File: src/rtl/calc_pkg.sv
// calc_pkg: shared definitions for the calculator arithmetic stage.
//   - operation button encodings (active-low, one button per operation)
//   - display control codes handed to the 7-segment driver
//   - FSM state type for calc_alu
package calc_pkg;

    localparam logic [3:0] OP_ADD  = 4'b1110;
    localparam logic [3:0] OP_SUB  = 4'b1101;
    localparam logic [3:0] OP_MUL  = 4'b1011;
    localparam logic [3:0] OP_DIV  = 4'b0111;
    localparam logic [3:0] OP_NONE = 4'b1111;

    localparam logic [2:0] CODE_NORMAL = 3'd0;
    localparam logic [2:0] CODE_NEG    = 3'd1;
    localparam logic [2:0] CODE_DIVZ   = 3'd2;
    localparam logic [2:0] CODE_QUOT   = 3'd4;

    typedef enum logic [1:0] {
        ST_IDLE,
        ST_DIV,
        ST_DONE
    } calc_state_t;

endpackage

File: src/rtl/calc_alu_if.sv
// calc_alu_if: switch/button inputs and result outputs of the arithmetic stage.
//   sw[3:0]        operand value from switches
//   keys[1:0]      active-low operand load keys (0: A, 1: B)
//   arifs[3:0]     active-low operation buttons
//   ind_from_ALU   result magnitude (RES_W bits)
//   c_from_ALU     display control code
//   busy           division in progress
//   valid          one-cycle pulse when a result is written
// master: drives the buttons/switches; slave: the arithmetic stage.
interface calc_alu_if #(
    parameter int RES_W = 11
);
    logic [3:0]       sw;
    logic [1:0]       keys;
    logic [3:0]       arifs;
    logic [RES_W-1:0] ind_from_ALU;
    logic [2:0]       c_from_ALU;
    logic             busy;
    logic             valid;

    modport master (
        output sw, keys, arifs,
        input  ind_from_ALU, c_from_ALU, busy, valid
    );

    modport slave (
        input  sw, keys, arifs,
        output ind_from_ALU, c_from_ALU, busy, valid
    );
endinterface

File: src/rtl/calc_divider.sv
// calc_divider: restoring divider, one quotient bit per cycle, MSB first.
//   Clk, rst_n   clock, synchronous active-low reset
//   start        load dividend/divisor and begin (divisor must be nonzero)
//   dividend     RES_W-bit unsigned dividend
//   divisor      4-bit unsigned divisor
//   busy         iteration in progress
//   done         high during the cycle whose edge performs the final iteration
//   quotient     truncated quotient, valid once busy has dropped
module calc_divider #(
    parameter int RES_W = 11
) (
    input  logic             Clk,
    input  logic             rst_n,
    input  logic             start,
    input  logic [RES_W-1:0] dividend,
    input  logic [3:0]       divisor,
    output logic             busy,
    output logic             done,
    output logic [RES_W-1:0] quotient
);
    localparam int CNT_W = $clog2(RES_W + 1);

    logic [CNT_W-1:0] cnt;
    logic [3:0]       rem;
    logic [3:0]       dvsr;
    logic [4:0]       rem_sh;
    logic [4:0]       trial;

    // The quotient register doubles as the dividend shifter: its MSB feeds
    // the partial remainder while the new quotient bit enters at the LSB.
    always_comb begin
        rem_sh = {rem, quotient[RES_W-1]};
        trial  = rem_sh - {1'b0, dvsr};
        done   = busy && (cnt == CNT_W'(1));
    end

    always_ff @(posedge Clk) begin
        if (!rst_n) begin
            busy     <= 1'b0;
            cnt      <= '0;
            rem      <= '0;
            dvsr     <= '0;
            quotient <= '0;
        end else if (start) begin
            busy     <= 1'b1;
            cnt      <= CNT_W'(RES_W);
            rem      <= '0;
            dvsr     <= divisor;
            quotient <= dividend;
        end else if (busy) begin
            if (rem_sh >= {1'b0, dvsr}) begin
                rem      <= trial[3:0];
                quotient <= {quotient[RES_W-2:0], 1'b1};
            end else begin
                rem      <= rem_sh[3:0];
                quotient <= {quotient[RES_W-2:0], 1'b0};
            end
            cnt <= cnt - CNT_W'(1);
            if (cnt == CNT_W'(1)) begin
                busy <= 1'b0;
            end
        end
    end
endmodule

File: src/rtl/calc_alu.sv
// calc_alu: sequential arithmetic stage feeding the 7-segment display driver.
//   Clk, rst_n   clock, synchronous active-low reset
//   bus (slave)  sw/keys/arifs inputs; ind_from_ALU, c_from_ALU, busy, valid
// Operands load while their key is held; an operation button press computes
// add/sub/mul in one cycle or a scaled quotient via calc_divider. The result
// is held until the next completed operation.
module calc_alu
    import calc_pkg::*;
#(
    parameter int SYNC_STAGES = 2,
    parameter int DIV_SCALE   = 100,
    parameter int RES_W       = 11
) (
    input  logic       Clk,
    input  logic       rst_n,
    calc_alu_if.slave  bus
);
    logic [9:0]       sync_q [SYNC_STAGES];
    logic [3:0]       sw_s;
    logic [1:0]       keys_s;
    logic [3:0]       arifs_s;
    logic [3:0]       arifs_prev;
    logic [3:0]       op_q;
    logic             start_q;
    logic [3:0]       op_a;
    logic [3:0]       op_b;

    calc_state_t      state;
    logic [RES_W-1:0] ind_q;
    logic [2:0]       code_q;
    logic             busy_q;
    logic             valid_q;

    logic             div_go;
    logic             div_busy;
    logic             div_done;
    logic [RES_W-1:0] div_quot;
    logic [RES_W-1:0] dividend;

    always_ff @(posedge Clk) begin
        if (!rst_n) begin
            for (int unsigned i = 0; i < SYNC_STAGES; i++) begin
                sync_q[i] <= '1;
            end
        end else begin
            sync_q[0] <= {bus.sw, bus.keys, bus.arifs};
            for (int unsigned i = 1; i < SYNC_STAGES; i++) begin
                sync_q[i] <= sync_q[i-1];
            end
        end
    end

    assign sw_s    = sync_q[SYNC_STAGES-1][9:6];
    assign keys_s  = sync_q[SYNC_STAGES-1][5:4];
    assign arifs_s = sync_q[SYNC_STAGES-1][3:0];

    // A press is a transition from all-released to exactly one button low;
    // requiring the previous sample to be all-released also blocks repeats
    // while a button is held.
    always_ff @(posedge Clk) begin
        if (!rst_n) begin
            arifs_prev <= OP_NONE;
            op_q       <= OP_NONE;
            start_q    <= 1'b0;
            op_a       <= '0;
            op_b       <= '0;
        end else begin
            arifs_prev <= arifs_s;
            op_q       <= arifs_s;
            start_q    <= (arifs_prev == OP_NONE) && ($countones(~arifs_s) == 1);
            if (!keys_s[0]) op_a <= sw_s;
            if (!keys_s[1]) op_b <= sw_s;
        end
    end

    assign dividend = RES_W'(op_a) * RES_W'(DIV_SCALE);
    assign div_go   = (state == ST_IDLE) && start_q && (op_q == OP_DIV)
                      && (op_b != 4'd0) && !div_busy;

    calc_divider #(.RES_W(RES_W)) u_div (
        .Clk      (Clk),
        .rst_n    (rst_n),
        .start    (div_go),
        .dividend (dividend),
        .divisor  (op_b),
        .busy     (div_busy),
        .done     (div_done),
        .quotient (div_quot)
    );

    // busy drops on the edge of the final iteration, so DONE only publishes
    // the already-settled quotient.
    always_ff @(posedge Clk) begin
        if (!rst_n) begin
            state   <= ST_IDLE;
            ind_q   <= '0;
            code_q  <= CODE_NORMAL;
            busy_q  <= 1'b0;
            valid_q <= 1'b0;
        end else begin
            valid_q <= 1'b0;
            case (state)
                ST_IDLE: begin
                    if (start_q) begin
                        case (op_q)
                            OP_ADD: begin
                                ind_q   <= RES_W'(op_a) + RES_W'(op_b);
                                code_q  <= CODE_NORMAL;
                                valid_q <= 1'b1;
                            end
                            OP_SUB: begin
                                if (op_a >= op_b) begin
                                    ind_q  <= RES_W'(op_a) - RES_W'(op_b);
                                    code_q <= CODE_NORMAL;
                                end else begin
                                    ind_q  <= RES_W'(op_b) - RES_W'(op_a);
                                    code_q <= CODE_NEG;
                                end
                                valid_q <= 1'b1;
                            end
                            OP_MUL: begin
                                ind_q   <= RES_W'(op_a) * RES_W'(op_b);
                                code_q  <= CODE_NORMAL;
                                valid_q <= 1'b1;
                            end
                            OP_DIV: begin
                                if (op_b == 4'd0) begin
                                    ind_q   <= '0;
                                    code_q  <= CODE_DIVZ;
                                    valid_q <= 1'b1;
                                end else begin
                                    busy_q <= 1'b1;
                                    state  <= ST_DIV;
                                end
                            end
                            default: ;
                        endcase
                    end
                end
                ST_DIV: begin
                    if (div_done) begin
                        busy_q <= 1'b0;
                        state  <= ST_DONE;
                    end
                end
                ST_DONE: begin
                    ind_q   <= div_quot;
                    code_q  <= CODE_QUOT;
                    valid_q <= 1'b1;
                    state   <= ST_IDLE;
                end
                default: state <= ST_IDLE;
            endcase
        end
    end

    assign bus.ind_from_ALU = ind_q;
    assign bus.c_from_ALU   = code_q;
    assign bus.busy         = busy_q;
    assign bus.valid        = valid_q;
endmodule

File: src/flat_wrapper.sv
// flat-port wrapper written by rule: the top's interface ports become plain ports
module calc_alu_flat import calc_pkg::*;
#(
    parameter int SYNC_STAGES = 2,
    parameter int DIV_SCALE   = 100,
    parameter int RES_W       = 11
)
  (Clk, rst_n, bus_sw, bus_keys, bus_arifs, bus_ind_from_ALU, bus_c_from_ALU, bus_busy, bus_valid);
  calc_alu_if #(.RES_W(RES_W)) bus_i ();
  input  logic Clk;
  input  logic rst_n;
  input wire logic [$bits(bus_i.sw)-1:0] bus_sw;
  input wire logic [$bits(bus_i.keys)-1:0] bus_keys;
  input wire logic [$bits(bus_i.arifs)-1:0] bus_arifs;
  output wire logic [$bits(bus_i.ind_from_ALU)-1:0] bus_ind_from_ALU;
  output wire logic [$bits(bus_i.c_from_ALU)-1:0] bus_c_from_ALU;
  output wire logic [$bits(bus_i.busy)-1:0] bus_busy;
  output wire logic [$bits(bus_i.valid)-1:0] bus_valid;
  assign bus_i.sw = bus_sw;
  assign bus_i.keys = bus_keys;
  assign bus_i.arifs = bus_arifs;
  assign bus_ind_from_ALU = bus_i.ind_from_ALU;
  assign bus_c_from_ALU = bus_i.c_from_ALU;
  assign bus_busy = bus_i.busy;
  assign bus_valid = bus_i.valid;
  calc_alu #(.SYNC_STAGES(SYNC_STAGES), .DIV_SCALE(DIV_SCALE), .RES_W(RES_W)) u_core (.Clk(Clk), .rst_n(rst_n), .bus(bus_i));
endmodule
File: config.mk
export PLATFORM = sky130hd
export DESIGN_NAME = calc_alu_flat
export DESIGN_NICKNAME = d
export VERILOG_FILES = /design/src/rtl/calc_pkg.sv /design/src/rtl/calc_alu_if.sv /design/src/rtl/calc_divider.sv /design/src/rtl/calc_alu.sv /design/src/flat_wrapper.sv
export SDC_FILE = /design/constraint.sdc
export NUM_CORES = 1
export LEC_CHECK = 0
export CORE_MARGIN = 2
export CORE_UTILIZATION = 45
export CTS_CLUSTER_DIAMETER = 120
export DETAILED_ROUTE_END_ITERATION = 8
export HOLD_SLACK_MARGIN = 0.02
export PLACE_DENSITY = 0.63
export SETUP_SLACK_MARGIN = 0.4
export SLEW_MARGIN = 20
export SYNTH_ARGS = -nofsm -noshare
export SYNTH_HDL_FRONTEND = slang
export SYNTH_SLANG_ARGS = --single-unit
File: constraint.sdc
create_clock -name Clk -period 3.75 [get_ports Clk]
set_clock_uncertainty 0.1 [all_clocks]
set_input_delay 0.75 -clock Clk [delete_from_list [all_inputs] [get_ports Clk]]
set_output_delay 0.75 -clock Clk [all_outputs]
set_load 0.03 [all_outputs]
==> Word level (Yosys, flattened, before mapping) <==
Memory sizes are Yosys's and may differ from the RTL's.
Index checks and enable logic that the tools add are counted.
W data, S select, Z words.
{ "totals": {"register_bits": 55, "ram_bits": 20, "output_inout_bits": 16, "word_cells": 106, "mem_count": 1} }
{ "mem_list": {"columns": ["memory", "depth", "width", "rd", "rd_ports_with_merged_regs", "write_ports", "line", "source"], "rows": [
  ["u_core.sync_q", 2, 10, 2, 0, 2, "calc_alu.sv:18", "logic [9:0] sync_q [SYNC_STAGES];"]
]} }
{ "classes": {"addsub": 8, "multipliers": 2, "n_lt_le_gt_ge": 2, "eq_ne": 16, "n_mux": 37, "bitwise": 4, "reduce_logical": 20} }
{ "ops": {"columns": ["cell", "count"], "rows": [
  ["$mux W11", 5],
  ["$pmux W11 S4", 1],
  ["$add A32 B32 Y32", 1],
  ["$eq A32 B2 Y1 const B", 1],
  ["$pmux W11 S2", 1],
  ["$mux W10", 2],
  ["$eq A4 B4 Y1 const B", 4],
  ["$mux W1", 13],
  ["$mux W4", 3],
  ["$reduce_and A4 Y1", 3],
  ["$sub A4 B4 Y5", 2],
  ["$mul A4 B5 Y9 const B", 1],
  ["$pmux W3 S3", 1],
  ["$mul A4 B4 Y8", 1],
  ["$mux W2", 4],
  ["$logic_and A1 B1 Y1", 6],
  ["$mux W3", 2],
  ["$pmux W1 S2", 3],
  ["$pmux W3 S2", 1],
  ["$reduce_bool A2 Y1", 3],
  ["$add A4 B4 Y5", 1],
  ["$ge A5 B4 Y1", 1],
  ["$ne A5 B5 Y1 const B", 1],
  ["$reduce_and A5 Y1", 1],
  ["other kinds (22)", 27]
]} }

==> Logic depth before layout (Yosys ltp) <==
Gate-level depths: netlist of run 1.
{ "depth": {"ltp_word": 6, "ltp_mapped": 13, "ltp_nobuf": 13} }

==> Hierarchy <==
Synthesis of run 1 repeated with hierarchy kept, for this count alone.
{ "unflattened": {"hier_cells": 493, "hier_area_um2": 4346.7} }
{ "by_module_without_submodules": {"columns": ["module", "instances", "cells_each", "area_per_inst_um2"], "rows": [
  ["calc_alu", 1, 349, 3093.0],
  ["calc_divider", 1, 144, 1253.7]
]} }

==> Least setup slack after synthesis of run 1 <==
No wires, ideal clock.
{ "synth_timing": {"kind": "reg2reg", "from": "register u_core.op_a[1]", "to": "register u_core.ind_q[6] (netlist: u_core.bus.ind_from_ALU[6])", "arrival_time_ns": 2.788, "required_ns": 3.517, "slack_ns": 0.730, "path_stages_with_launch": 13, "path_buffers": 0, "cell_sequence": "dfxtp_1 > nand2_1 > fa_1 > inv_1 > fa_1 > inv_1 > fa_1 > o21bai_1 > a21oi_1 > xor2_1 > nor2_1 > o21ai_0 > a21oi_1"} }
{ "synth_between": {"elab_chain_cells": 5} }
{ "synth_rtl": {"columns": ["element", "line", "source"], "rows": [
  ["start, declared", "calc_alu.sv:25", "logic [3:0] op_a;"],
  ["start signal, assigned", "calc_alu.sv:71", "if (!keys_s[0]) op_a <= sw_s;"],
  ["branches (longest 2 deep; another with $mul A4 B4 Y8)", null, null],
  ["$pmux W11 S4 *", "calc_alu.sv:105", "case (op_q)"],
  ["$mux W11 *", "calc_alu.sv:104", "if (start_q) begin"],
  ["$pmux W11 S2 *", "calc_alu.sv:102", "case (state)"],
  ["end signal, assigned", "calc_alu.sv:107", "ind_q <= RES_W'(op_a) + RES_W'(op_b);"],
  ["end signal, assigned", "calc_alu.sv:113", "ind_q <= RES_W'(op_a) - RES_W'(op_b);"],
  ["end signal, assigned", "calc_alu.sv:116", "ind_q <= RES_W'(op_b) - RES_W'(op_a);"],
  ["end, declared", "calc_alu.sv:29", "logic [RES_W-1:0] ind_q;"]
]} }
Every way passes the cells marked *. The select of a mux whose other input is x is not followed.
A chain may end at the register's enable or synchronous reset.

==> Worst setup path in the final report of run 1 <==
{ "layout_timing": {"from": "register u_core.op_a[2]", "to": "register u_core.ind_q[7] (netlist: u_core.bus.ind_from_ALU[7])"} }
Same word-level chain as after synthesis.

==> metrics.txt, run 1 <==
Worst EP arrival 3.29 ns; layout cells sized above 1 0.0696; Final nets 563; initial antenna violation count 0; worst path bufs/invs 1; Synth Instances 474; vias in the first global route 3208; synth top area cells dfxtp_1, ha_1, nor2_1, mux2i_1, fa_1; Finished Cell Area 4800 um^2; Die W 101 um; peak supply drop 0.218 mV; post-layout util 0.525; overall global routing resource usage 0.205; clock root buffer clkbuf_8; reg2reg end u_core.bus.ind_from_ALU[7]$_SDFFE_PN0P_; clk_lat worst skew 0.35 ns; CTS tree yes; worst hold path endpoint u_core.sync_q[0][19]$_SDFF_PN1_; H-tree levels 3; sequential-to-total area share from yosys stat 0.356; Routed Antenna Nets 0; Ys Warns 0; Final Non-Filler Cells 614; IO Pins 28; RSZ-0062 raised after global routing false; sequential fraction of design power 0.497; FF+latch count, synth 75; Core ar. 9150 um^2; clk sinks 75; # DRC 0; Crit path required time 3.92 ns; initial DRC count 186; Worst slew margin 0.454; critical path class reg2reg; dpl cell area 4590 um^2; Routed wire per std cell 15.5 um; Net Count, Synth 539; outcome finished, final reports clean; crit-path max FO 8; Final Hold Fails 0; Cell Pwr Density 350 nW/um^2; crit-path cells nand2_1 -> fa_1 -> inv_1 -> fa_1 -> ha_1 -> a21oi_1 -> o21ai_0 -> o21a_1 -> nor2_1 -> xnor2_1 -> a21oi_1 -> o22ai_1; hold buffer count at cts 0; row cnt 35; routed wire length 9540 um; die height 101 um; Final Setup Violations 0; reg-to-reg slack, setup 0.64 ns; final cycle utilization of the critical path 0.830; worst r2r src u_core.op_a[2]$_SDFFE_PN0N_; reg2reg path depth 12; post-synthesis cell area 4220 um^2; fin. max-slew vios 0; hold path depth 1; Top FF cell, synth dfxtp_1; Yosys top cell by area dfxtp_1; Comb pwr share 0.112; Antenna Cells 0; Fmax 321 MHz; crit end category flip-flop; gr ovfl total 0; Reg clk slew, reported paths 0.09 ns; Die Area 10200 um^2; vias per cell 5.37; setup tns final 0 ns; switching share of power 0.275; Netlist cell types 52; max cap viols 0; top-area cell type share of the netlist area 0.356; min Tclk post-route 3.11 ns; first-pass GRT wire length 16200 um; Hold Crit Start u_core.sync_q[0][9]$_SDFF_PN1_; largest net degree at the start of global routing 32; area delta synth->final 13.9%; number of synthesized flops with an enable pin 0; Post-Place Cells 598; most common cell after layout, fill and taps aside nor2_1; initial core utilization 0.461; asr flop ratio synth 0; cell-internal power 1.22 mW; Leak Pwr 2.07 nW; gpl congestion 0.883; power share of the clock group 0.391; Tightest Pin Transition 0.816 ns; port buffer count 27; Crit path max-delay family adder cells; CP Launch Type flip-flop; clock tree buffer depth 2; slowest stage delay, CP 0.49 ns; via count 3295; syn avg cell area 8.89 um^2; HPWL Detailed 6990 um; CTS Buf Count 9; Hold WC Path Type reg2reg; DRT Pass-1 Iters 4; NetSw 462 uW; slowest stage cell, crit path dfxtp_1; most frequent cells in the layout nor2_1, dfxtp_1, ha_1, inv_1, a21oi_1
==> per-layer routing <==
layer | vias up | track usage | wire length, um
met1 | 1563 | 0.288 | 4580
met5 | - | 0 | 0
li1 | 1662 | - | -
met4 | 0 | 0.0717 | 182
met2 | 57 | 0.316 | 4430
met3 | 13 | 0.0381 | 347
==> per-stage QoR <==
| step | power, mW | setup slack, ns | hold slack, ns |
|---|---|---|---|
| 3_5_place_dp | 1.04 | 0.567 | 0.293 |
| 2_1_floorplan | 0.981 | 0.730 | 0.286 |
| 3_3_place_gp | 1.04 | 0.642 | 0.287 |
| 6_report | 1.68 | 0.637 | 0.312 |
| 4_1_cts | 1.69 | 0.538 | 0.314 |
| 5_1_grt | 1.76 | 0.435 | 0.328 |
==> cells in the mapped netlist, drive strengths merged, types with 2 or more instances <==
library cell and count:
nor2 83, a22oi 3, nand4b 3, inv 38
buf 11, nor4 5, nor3 11, dfxtp 75
xor2 6, nor3b 3, o21bai 2, nand4 2
o22ai 2, nand2 20, and3 2, a21oi 33
a211oi 9, a22o 3, a2111oi 2, o21ai 13
nand2b 22, clkbuf 12, fa 10, a221oi 2
xnor2 8, ha 43, or4 2, mux2i 28
nor2b 3, a21o 4
==> worst max-delay path by stage <==
stage	from	cells after the start	endpoint	slack [ns]
6_report	u_core.op_a[2]$_SDFFE_PN0N_	12	u_core.bus.ind_from_ALU[7]$_SDFFE_PN0P_	0.64
5_1_grt	u_core.op_a[2]$_SDFFE_PN0N_	12	u_core.bus.ind_from_ALU[7]$_SDFFE_PN0P_	0.43
4_1_cts	u_core.op_b[1]$_SDFFE_PN0N_	12	u_core.bus.ind_from_ALU[7]$_SDFFE_PN0P_	0.54
3_5_place_dp	u_core.op_b[1]$_SDFFE_PN0N_	12	u_core.bus.ind_from_ALU[7]$_SDFFE_PN0P_	0.57
3_3_place_gp	u_core.op_b[1]$_SDFFE_PN0N_	12	u_core.bus.ind_from_ALU[6]$_SDFFE_PN0P_	0.64
2_1_floorplan	u_core.op_a[1]$_SDFFE_PN0N_	12	u_core.bus.ind_from_ALU[6]$_SDFFE_PN0P_	0.73
==> power groups by stage <==
| stage | Combinational (mW) | Sequential [mW] | Clock [mW] |
|---|---|---|---|
| 3_3_place_gp | 0.187 | 0.852 | 0 |
| 4_1_cts | 0.188 | 0.834 | 0.672 |
| 2_1_floorplan | 0.134 | 0.847 | 0 |
| 5_1_grt | 0.210 | 0.837 | 0.710 |
| 6_report | 0.187 | 0.834 | 0.657 |
| 3_5_place_dp | 0.187 | 0.852 | 0 |
==> worst register-to-register path, cell delays in order (launching register included) <==
cell,delay [ns]
dfxtp_1,0.49
nand2_1,0.11
fa_1,0.48
inv_1,0.06
fa_1,0.49
ha_1,0.30
a21oi_1,0.17
o21ai_0,0.16
o21a_1,0.19
nor2_1,0.11
xnor2_1,0.12
a21oi_1,0.08
o22ai_1,0.16
==> logic make-up (layout without fill, tap and decap cells) <==
family | Yosys count | in the layout | synth area share
AOI/OAI and AO/OA | 83 | 83 | 0.127
xor gates and xnor gates | 14 | 14 | 0.0291
adders and majority gates | 53 | 53 | 0.175
buffers and inverters | 61 | 90 | 0.0582
DFF | 75 | 75 | 0.356
muxes | 29 | 29 | 0.0692
and+or+nand+nor | 159 | 159 | 0.186
==> state kept, by name, summed over array words and instances, names as in the netlist, 3 cells and up <==
name / count
u_core.arifs_prev: 4
u_core.u_div.quotient: 11
u_core.op_b: 4
u_core.op_a: 4
u_core.u_div.rem: 4
u_core.u_div.cnt: 4
u_core.u_div.dvsr: 4
u_core.bus.ind_from_ALU: 11
u_core.sync_q: 20
u_core.bus.c_from_ALU: 3
==> area by class of cell <==
cell class | instances | area [um^2]
fill | 858 | 4350
multi-input combinational | 338 | 2470
sequential | 75 | 1510
timing repair buffer | 36 | 338
inverter | 38 | 143
tap | 111 | 139
clock buffer | 9 | 124
clock inverter | 7 | 83.8
==> timing repair <==
item,CTS,global route
gates resized for setup,0,3
setup buffers,0,0
setup endpoints to repair,0,2
Power figures use the tool's default switching activity.
==> run 2: changes to the inputs <==
--- a/config.mk
+++ b/config.mk
@@ -10,7 +10,7 @@
 export CTS_CLUSTER_DIAMETER = 120
 export DETAILED_ROUTE_END_ITERATION = 8
 export HOLD_SLACK_MARGIN = 0.02
-export PLACE_DENSITY = 0.63
+export PLACE_DENSITY = 0.66
 export SETUP_SLACK_MARGIN = 0.4
 export SLEW_MARGIN = 20
 export SYNTH_ARGS = -nofsm -noshare
==> constraint.sdc (replaced) <==
create_clock -name Clk -period 2.75 [get_ports Clk]
set_clock_uncertainty 0.1 [all_clocks]
set_input_delay 0.55 -clock Clk [delete_from_list [all_inputs] [get_ports Clk]]
set_output_delay 0.55 -clock Clk [all_outputs]
set_load 0.03 [all_outputs]
==> run 2 against run 1 <==
The run now ends with negative setup slack left. Clock power increased by 26%. Global-route usage shrank 0.83 points. Total power is 39% higher. Cell count is 5.5% higher. Register-to-register slack lost 0.71 ns. Worst hold slack got worse by 0.013 ns. Sequential power rose by 35%. Die area stayed put. Core utilization rose by 5.3 points. Critical path depth unchanged. Largest cell class unchanged.
==> metrics.txt, run 2 (synthesized netlist as in run 1, its figures left out) <==
outcome finished with violations; failing checks negative setup slack; Hold WC Path Type reg2reg; min Tclk post-route 2.82 ns; Die Area 10200 um^2; max cap viols 0; setup ws final -0.0733 ns; CP Launch Type flip-flop; clk sinks 75; routed wire length 9680 um; setup tns final -0.0972 ns; clk_lat worst skew 0.36 ns; initial core utilization 0.461; DRT Pass-1 Iters 4; row cnt 35; post-layout util 0.577; port buffer count 27; vias in the first global route 3219; Routed Antenna Nets 0; Tightest Pin Transition 0.837 ns; slowest stage cell, crit path fa_1; fin. max-slew vios 0; initial DRC count 157; max reg flops 20; post-placement worst setup slack -0.0826 ns; most frequent cells in the layout nor2_1, dfxtp_1, ha_1, buf_4, inv_1; slowest stage delay, CP 0.52 ns; RSZ-0062 raised after global routing true; overall global routing resource usage 0.197; initial antenna violation count 0; # DRC 0; CTS tree yes; IO Pins 28; Crit path max-delay family adder cells; worst path bufs/invs 1; via count 3409; die height 101 um; gpl congestion 0.922; crit end category flip-flop; critical path class reg2reg; Hold Slack 0.298 ns; layout cells sized above 1 0.190; final cycle utilization of the critical path 1.03; Antenna Cells 0; peak supply drop 0.327 mV; crit-path cells nand2_4 -> fa_1 -> inv_1 -> fa_1 -> ha_1 -> a21oi_2 -> o21ai_2 -> o21a_1 -> nor2_1 -> xnor2_1 -> a21oi_1 -> o22ai_1; most common cell after layout, fill and taps aside nor2_1; crit-path max FO 2; Final nets 597; gr ovfl total 0; Routed wire per std cell 14.9 um; Largest Register u_core.sync_q; Cell Pwr Density 440 nW/um^2; Die W 101 um; H-tree levels 3; Leak Pwr 2.27 nW; Reg clk slew, reported paths 0.10 ns; area delta synth->final 25.4%; Final Non-Filler Cells 648; first-pass GRT wire length 15600 um; clock root buffer clkbuf_8; HPWL Detailed 7120 um; Fmax 354 MHz; Final Setup Violations 2; Post-Place Cells 621; clock tree buffer depth 2; CP most frequent cell fa_1; Worst slew margin 0.441; Final Hold Fails 0; hold buffer count at cts 0; Core ar. 9150 um^2; vias per cell 5.26; Crit path required time 2.89 ns; CTS Buf Count 9; Worst EP arrival 2.96 ns; largest net degree at the start of global routing 42
## run 2: changes by cell type in the layout (fill, tap and decap cells not counted), moves of 3 or more
cell,change
o21ai_0,-3
inv_1,-4
dfxtp_1,-4
buf_4,+26
ha_1,-4
nand2_1,-3
a21oi_2,+3
a21oi_1,-3
ha_4,+4
buf_6,+6
dfxtp_4,+5
## run 2: final cells by class
class	count	area, um^2
inverters	38	149
multi-input cells	338	2650
well taps	111	139
repair buffers	70	641
clock buffers	9	124
flip-flops and latches	75	1520
clock inverters	7	65.1
fillers	828	3870
## run 2: repair_timing
action	in CTS	in global routing
resized for setup	14	29
pin swaps	5	22
setup endpoints to repair	9	22
buffers inserted	3	8
gates cloned	0	0
## run 2: worst paths after layout
path	from	end	slack (ns)	cells past startpoint
setup / recovery	u_core.op_b[3]$_SDFFE_PN0N_	u_core.bus.ind_from_ALU[7]$_SDFFE_PN0P_	-0.07	12
hold / removal	u_core.sync_q[0][8]$_SDFF_PN1_	u_core.sync_q[0][18]$_SDFF_PN1_	0.30	1
setup reg to reg	u_core.op_b[3]$_SDFFE_PN0N_	u_core.bus.ind_from_ALU[7]$_SDFFE_PN0P_	-0.07	12
hold reg to reg	u_core.sync_q[0][8]$_SDFF_PN1_	u_core.sync_q[0][18]$_SDFF_PN1_	0.30	1
## run 2: routing by layer
metal	up-vias	global-route usage	share of wire
li1	1733	-	-
met1	1598	0.267	0.47
met2	66	0.308	0.46
met3	12	0.0423	0.049
met4	0	0.0738	0.019
met5	-	0	0
## run 2: power by group
| group | internal, mW | leakage, nW | switching [mW] |
|---|---|---|---|
| combinational | 0.184 | 1.56 | 0.183 |
| clock | 0.353 | 0.0951 | 0.477 |
| sequential | 1.11 | 0.614 | 0.0199 |
## run 2: through the flow
stage / power, mW / instance area (um^2)
2_1_floorplan: 1.34 / 4250
3_3_place_gp: 1.45 / 4810
3_5_place_dp: 1.46 / 4810
4_1_cts: 2.30 / 5080
5_1_grt: 2.44 / 5290
6_report: 2.33 / 5290
